===== src/rtl/nd_zigzag_agu.sv =====
// MVU address generator: NDIM-deep shared loop nest with a bit-serial zig-zag pass between levels 0 and 1.
// Drives lockstep data/weight addresses with valid/ready, accumulator shift/done flags and an end-of-job pulse.
module nd_zigzag_agu #(
  parameter int NDIM     = 4,
  parameter int BPREC    = 6,
  parameter int BDBANKA  = 15,
  parameter int BWBANKA  = 9,
  parameter int BWLENGTH = 8
) (
  input  logic                        clk,
  input  logic                        clr,
  input  logic                        start,
  input  logic                        out_ready,
  input  logic [BPREC-1:0]            iprecision,
  input  logic [BPREC-1:0]            wprecision,
  input  logic [NDIM*BWLENGTH-1:0]    length,
  input  logic [NDIM*BDBANKA-1:0]     istride,
  input  logic [NDIM*BWBANKA-1:0]     wstride,
  input  logic [BDBANKA-1:0]          ibaseaddr,
  input  logic [BWBANKA-1:0]          wbaseaddr,
  output logic                        out_valid,
  output logic [BDBANKA-1:0]          iaddr,
  output logic [BWBANKA-1:0]          waddr,
  output logic                        imsb,
  output logic                        wmsb,
  output logic                        sh,
  output logic                        acc_done,
  output logic                        busy,
  output logic                        done
);
  localparam int SW = BPREC + 1;

  typedef enum logic [1:0] {IDLE, RUN, FIN} state_t;
  state_t state;

  logic [BPREC-1:0]    ip_q, wp_q, ip_c, wp_c;
  logic [BWLENGTH-1:0] len_q [NDIM];
  logic [BWLENGTH-1:0] len_c [NDIM];
  logic [BDBANKA-1:0]  istr_q [NDIM];
  logic [BDBANKA-1:0]  istr_c [NDIM];
  logic [BWBANKA-1:0]  wstr_q [NDIM];
  logic [BWBANKA-1:0]  wstr_c [NDIM];
  logic [BDBANKA-1:0]  ibase_q, ibase_c;
  logic [BWBANKA-1:0]  wbase_q, wbase_c;

  logic [BWLENGTH-1:0] idx_q [NDIM];
  logic [BWLENGTH-1:0] idx_n [NDIM];
  logic [BDBANKA-1:0]  isum_q [NDIM];
  logic [BDBANKA-1:0]  isum_n [NDIM];
  logic [BWBANKA-1:0]  wsum_q [NDIM];
  logic [BWBANKA-1:0]  wsum_n [NDIM];
  logic [SW-1:0]       s_q, s_n, s_last, ipx, wpx, diag_hi;
  logic [BPREC-1:0]    offw_q, offw_n, offd_q, offd_n;

  logic [BDBANKA-1:0]  iaddr_n;
  logic [BWBANKA-1:0]  waddr_n;
  logic                sh_n, acc_n, last_n, last_q;

  function automatic logic [SW-1:0] diag_lo(input logic [SW-1:0] s, input logic [SW-1:0] ipe);
    return (s >= ipe) ? s - ipe + 1'b1 : '0;
  endfunction

  // On the latch edge the live inputs feed the first address; afterwards the latched copy does.
  always_comb begin
    if (state == IDLE) begin
      ip_c    = (iprecision == '0) ? BPREC'(1) : iprecision;
      wp_c    = (wprecision == '0) ? BPREC'(1) : wprecision;
      ibase_c = ibaseaddr;
      wbase_c = wbaseaddr;
      for (int k = 0; k < NDIM; k++) begin
        len_c[k]  = (length[k*BWLENGTH +: BWLENGTH] == '0) ? BWLENGTH'(1)
                                                         : length[k*BWLENGTH +: BWLENGTH];
        istr_c[k] = istride[k*BDBANKA +: BDBANKA];
        wstr_c[k] = wstride[k*BWBANKA +: BWBANKA];
      end
    end else begin
      ip_c    = ip_q;
      wp_c    = wp_q;
      ibase_c = ibase_q;
      wbase_c = wbase_q;
      for (int k = 0; k < NDIM; k++) begin
        len_c[k]  = len_q[k];
        istr_c[k] = istr_q[k];
        wstr_c[k] = wstr_q[k];
      end
    end
    ipx     = {1'b0, ip_c};
    wpx     = {1'b0, wp_c};
    s_last  = ipx + wpx - SW'(2);
    diag_hi = (s_q < wpx) ? s_q : wpx - 1'b1;
  end

  always_comb begin
    logic          carry;
    logic [SW-1:0] s1;
    for (int k = 0; k < NDIM; k++) begin
      idx_n[k]  = idx_q[k];
      isum_n[k] = isum_q[k];
      wsum_n[k] = wsum_q[k];
    end
    s_n    = s_q;
    offw_n = offw_q;
    offd_n = offd_q;
    carry  = 1'b0;
    s1     = s_q + 1'b1;
    if (idx_q[0] != len_c[0] - 1'b1) begin
      idx_n[0]  = idx_q[0] + 1'b1;
      isum_n[0] = isum_q[0] + istr_c[0];
      wsum_n[0] = wsum_q[0] + wstr_c[0];
    end else begin
      idx_n[0]  = '0;
      isum_n[0] = '0;
      wsum_n[0] = '0;
      if ({1'b0, offw_q} != diag_hi) begin
        offw_n = offw_q + 1'b1;
        offd_n = offd_q - 1'b1;
      end else if (s_q != s_last) begin
        s_n    = s1;
        offw_n = BPREC'(diag_lo(s1, ipx));
        offd_n = BPREC'(s1 - diag_lo(s1, ipx));
      end else begin
        s_n    = '0;
        offw_n = '0;
        offd_n = '0;
        carry  = 1'b1;
      end
    end
    for (int k = 1; k < NDIM; k++) begin
      if (carry) begin
        if (idx_q[k] != len_c[k] - 1'b1) begin
          idx_n[k]  = idx_q[k] + 1'b1;
          isum_n[k] = isum_q[k] + istr_c[k];
          wsum_n[k] = wsum_q[k] + wstr_c[k];
          carry     = 1'b0;
        end else begin
          idx_n[k]  = '0;
          isum_n[k] = '0;
          wsum_n[k] = '0;
        end
      end
    end
    if (state == IDLE) begin
      for (int k = 0; k < NDIM; k++) begin
        idx_n[k]  = '0;
        isum_n[k] = '0;
        wsum_n[k] = '0;
      end
      s_n    = '0;
      offw_n = '0;
      offd_n = '0;
    end
  end

  always_comb begin
    iaddr_n = ibase_c + BDBANKA'(offd_n);
    waddr_n = wbase_c + BWBANKA'(offw_n);
    last_n  = 1'b1;
    for (int k = 0; k < NDIM; k++) begin
      iaddr_n = iaddr_n + isum_n[k];
      waddr_n = waddr_n + wsum_n[k];
    end
    for (int k = 1; k < NDIM; k++)
      if (idx_n[k] != len_c[k] - 1'b1) last_n = 1'b0;
    sh_n   = (idx_n[0] == '0) && ({1'b0, offw_n} == diag_lo(s_n, ipx));
    acc_n  = (idx_n[0] == len_c[0] - 1'b1) && (s_n == s_last);
    last_n = last_n & acc_n;
  end

  always_ff @(posedge clk) begin
    if (clr) begin
      state <= IDLE;
      {out_valid, iaddr, waddr, imsb, wmsb, sh, acc_done, busy, done, last_q} <= '0;
      {ip_q, wp_q, ibase_q, wbase_q, s_q, offw_q, offd_q} <= '0;
      for (int k = 0; k < NDIM; k++) begin
        {len_q[k], istr_q[k], wstr_q[k]} <= '0;
        {idx_q[k], isum_q[k], wsum_q[k]} <= '0;
      end
    end else begin
      case (state)
        IDLE: if (start) begin
          state   <= RUN;
          busy    <= 1'b1;
          ip_q    <= ip_c;
          wp_q    <= wp_c;
          ibase_q <= ibase_c;
          wbase_q <= wbase_c;
          for (int k = 0; k < NDIM; k++) begin
            len_q[k]  <= len_c[k];
            istr_q[k] <= istr_c[k];
            wstr_q[k] <= wstr_c[k];
          end
        end
        RUN: if (out_ready && last_q) begin
          state <= FIN;
          done  <= 1'b1;
        end
        default: begin
          state <= IDLE;
          busy  <= 1'b0;
          done  <= 1'b0;
        end
      endcase
      // Load the first address on start, or step to the next one on a non-final accept.
      if ((state == IDLE && start) || (state == RUN && out_ready && !last_q)) begin
        out_valid <= 1'b1;
        iaddr     <= iaddr_n;
        waddr     <= waddr_n;
        imsb      <= (offd_n == '0);
        wmsb      <= (offw_n == '0);
        sh        <= sh_n;
        acc_done  <= acc_n;
        last_q    <= last_n;
        s_q       <= s_n;
        offw_q    <= offw_n;
        offd_q    <= offd_n;
        for (int k = 0; k < NDIM; k++) begin
          idx_q[k]  <= idx_n[k];
          isum_q[k] <= isum_n[k];
          wsum_q[k] <= wsum_n[k];
        end
      end else if (state == RUN && out_ready) begin
        out_valid <= 1'b0;
      end
    end
  end
endmodule


===== config.mk =====
export PLATFORM = sky130hd
export DESIGN_NAME = nd_zigzag_agu
export DESIGN_NICKNAME = d
export VERILOG_FILES = /design/src/rtl/nd_zigzag_agu.sv
export SDC_FILE = /design/constraint.sdc
export NUM_CORES = 1
export LEC_CHECK = 0
export ABC_CLOCK_PERIOD_IN_PS = 28700
export BUFFER_PORTS_ARGS = -buffer_cell sky130_fd_sc_hd__buf_4
export CORE_UTILIZATION = 45
export CTS_BUF_LIST = sky130_fd_sc_hd__clkbuf_8
export CTS_CLUSTER_DIAMETER = 40
export DETAILED_ROUTE_END_ITERATION = 8
export PLACE_DENSITY_LB_ADDON = 0.08
export SYNTH_ARGS = -nofsm -noshare
export SYNTH_HDL_FRONTEND = slang
export SYNTH_SLANG_ARGS = --single-unit

===== constraint.sdc =====
create_clock -name clk -period 28.7 [get_ports clk]
set_input_delay 5.74 -clock clk [delete_from_list [all_inputs] [get_ports clk]]
set_output_delay 5.74 -clock clk [all_outputs]
set_load 0.005 [all_outputs]

==> summary.txt <==
Synth
  – Synth warn: 0
  – Synth Flop Type: dfxtp_1
  – Syn Std Cell Area: 27100 um2
  – Yosys reg bits: 345
  – Synth async-reset ratio: 0%
  – Seq/Total Area, Yosys: about a quarter
  – Net count after synthesis: ~4100
  – Yosys top cell by area: dfxtp_1
  – Synth top area share: around 25%
  – Netlist cell types: 90
  – Mapped Cells: about 3700
  – Post-synth EDFFs: 0
  – Most instantiated cells after synthesis: nand2_1, a21oi_1, dfxtp_1
  – Most frequent cell after synthesis: nand2_1
  – Syn_area_per_cell: ~7.3 um2
  – Largest cells by area after synthesis: dfxtp_1, nand2_1, a21oi_1

Floorplan
  – Core Region: 59400 um2
  – Row count: 89
  – IO Pins: between 150 and 200
  – Die width: ~250 um
  – Die H: 248 um
  – Initial Util: a little under half
  – Full die area: between 60000 and 70000 um2

Pwr
  – Power Total: 1510 uW
  – Max VDD drop: ~0.000046 V
  – P_leak: approximately 0.013 uW
  – PwrDens: 48.7 nW/um2

Setup path
  – CP peak stage delay: about 0.54 ns
  – Delay-heaviest family, CP: simple AND/OR/NAND/NOR gates
  – Worst EP required: 29.21 ns
  – Crit Reg-Reg Startpoint: state[0]
  – Critical-path maximum fanout: 34
  – Slowest cell on crit path: or3_1
  – Arrival time at the worst endpoint: 15.62 ns
  – CP bufs+invs: 6
  – FF-to-FF path depth: 40
  – Critical path class: input port to flop
  – Crit. End Element: flop
  – Reg2Reg Setup Slack: 17.74 ns
  – CP most frequent cell: fa_1
  – CP Launch Type: input port
  – Worst R2R End: iaddr[14]

Placement
  – Port bufs: 198
  – Pre-CTS WS: 12.98 ns
  – Placer Congestion: 0.906
  – Post-detail-place hpwl: 66700 um

Drt
  – Post-route DRC: 11
  – Drt total wl: 92800 um
  – Starting DRT DRC Count: 2013
  – Wire per inst: 20.0 um
  – Via/cell ratio: approximately 5.7
  – Vias post-DR: around 26000
  – First drt pass iteration count: 9
  – Final ANT Viol Nets: 0

Job
  – Max-Cap Viols: 0

Outcome
  – Failing checks: design-rule violations
  – Status: finished with violations

STA
  – Clk_skew: around 0.06 ns
  – Fin crit share: 52.6%
  – Setup TNS: 0 ns
  – Fin. Hold Viols: 0
  – Setup violators final: 0
  – Tmin final: between 15 and 20 ns
  – RSZ-0062 raised after global routing: no
  – Max Slew Vio Count: 0
  – Peak Freq: between 60 and 70 MHz
  – Normalized max-slew margin: between 10% and 20%
  – Measured slew at the worst slew-check pin: 1.23 ns
  – Final worst slack: 13.59 ns

Worst hold path
  – Hold path depth: 2
  – Hold crit path type: flop to flop
  – HP Start: istr_q[41]
  – Endpoint, Worst Hold: istr_q[41]

Clock network
  – Hold Buf Count CTS: 0
  – Clock Latency Late Sink: ~0.70 ns
  – H-tree level count: 3
  – Resized Gates After CTS: 0
  – CTS clk-pin slew, worst paths: about 0.050 ns
  – Clock sinks: ~350
  – CTS Buf Count: between 80 and 90
  – Post-CTS Setup Repair Bufs: 0
  – CTS tree: built
  – CTS Buffer Depth: 3
  – Root Buffer: clkbuf_8

Global route
  – GRT overflow: 0
  – Largest net degree at the start of global routing: between 100 and 150
  – Number of global-route vias before repair: ~25000
  – All-Layer GR Usage: 29.9%
  – First-pass GRT wire length: between 100000 and 150000 um
  – Antenna violations before repair: 3

Finish
  – Register Area: just under 7000 um2
  – Multi-input gate area: ~19000 um2
  – Layout cells sized above 1: 10.9%
  – P&R area growth vs syn: 14.1%
  – Number of nets in the layout: ~4200
  – Fill count: between 5000 and 6000
[registers in the layout, summed over array words and instances, names as in the netlist]
signal and flops:
acc_done 1, busy 1, done 1, iaddr 15, ibase_q 15, idx_q 32
imsb 1, ip_q 6, istr_q 60, isum_q 60, last_q 1, len_q 32
offd_q 6, offw_q 6, out_valid 1, s_q 7, sh 1, state 2
waddr 9, wbase_q 9, wmsb 1, wp_q 6, wstr_q 36, wsum_q 36
[where the power goes]
part	switching [uW]	leakage (uW)	internal [uW]	total (uW)
sequential	12.2	0.00281	499	511
combinational	206	0.00948	124	330
clock	266	0.000995	403	669
[metrics by stage]
| step | cells | cell area, um2 | hold WS (ns) | utilization (%) |
|---|---|---|---|---|
| 6_report | 4644 | 31000 | 0.452 | 52.2 |
| 5_1_grt | 4644 | 31000 | 0.468 | 52.2 |
| 4_1_cts | 4642 | 31000 | 0.452 | 52.2 |
| 3_5_place_dp | 4493 | 29100 | 0.445 | 49.0 |
| 3_3_place_gp | 4493 | 29100 | 0.441 | 49.0 |
| 2_1_floorplan | 3710 | 27100 | 0.434 | - |
[cell usage in the layout (no fill, tap or decap), types with 96 or more instances in the layout]
cell and n:
nand2_1 930, a21oi_1 455, dfxtp_1 345, buf_4 234, nor2_1 224, inv_1 205
xnor2_1 162, ha_1 161, clkbuf_8 101, o21ai_0 98, nand3_1 96
[final cells by class]
class                           count  share of cell area, %
Timing Repair Buffer              237                   5.85
Clock buffer                      101                   4.49
Inverter                          191                   2.31
Clock inverter                     48                   1.62
Sequential cell                   345                   22.3
Multi-Input combinational cell   2947                   60.3
Antenna cell                        2                 0.0162
Tap cell                          773                   3.12
[how the worst max path moves through the flow]
stage | start | depth (start not counted) | endpoint | slack [ns]
after global placement | iprecision[3] | 42 | iaddr[14] | 13.15
after global routing | iprecision[4] | 42 | iaddr[14] | 12.73
after floorplan | iprecision[3] | 39 | iaddr[14] | 14.26
after detailed placement | iprecision[4] | 42 | iaddr[14] | 12.98
final | iprecision[4] | 42 | iaddr[14] | 13.59
after CTS | iprecision[4] | 42 | iaddr[14] | 13.68
[worst min-delay path: cells and delay by family, from the launching register on]
family	cells	cell delay, ns
AND/OR/NAND/NOR	1	0.05
AO/OA/AOI/OAI	1	0.05
flip-flops	1	0.30
[cell families after synthesis]
group | Yosys count | synth area share (%)
and+or+nand+nor | 1524 | 24.1
buffers and inverters | 418 | 5.97
muxes | 85 | 3.21
AOI/OAI and AO/OA | 840 | 18.5
DFF | 345 | 25.4
xor gates and xnor gates | 244 | 8.59
adders and majority gates | 254 | 14.2
[metal layers]
metal	share of wire (%)	GRT usage (%)	vias up
met5	0	0	-
met4	2.8	9.02	0
met3	6.3	4.27	158
met2	46	48.6	843
met1	45	41.0	12500
li1	-	-	12800
No activity file was read; power rests on OpenSTA's default activity.
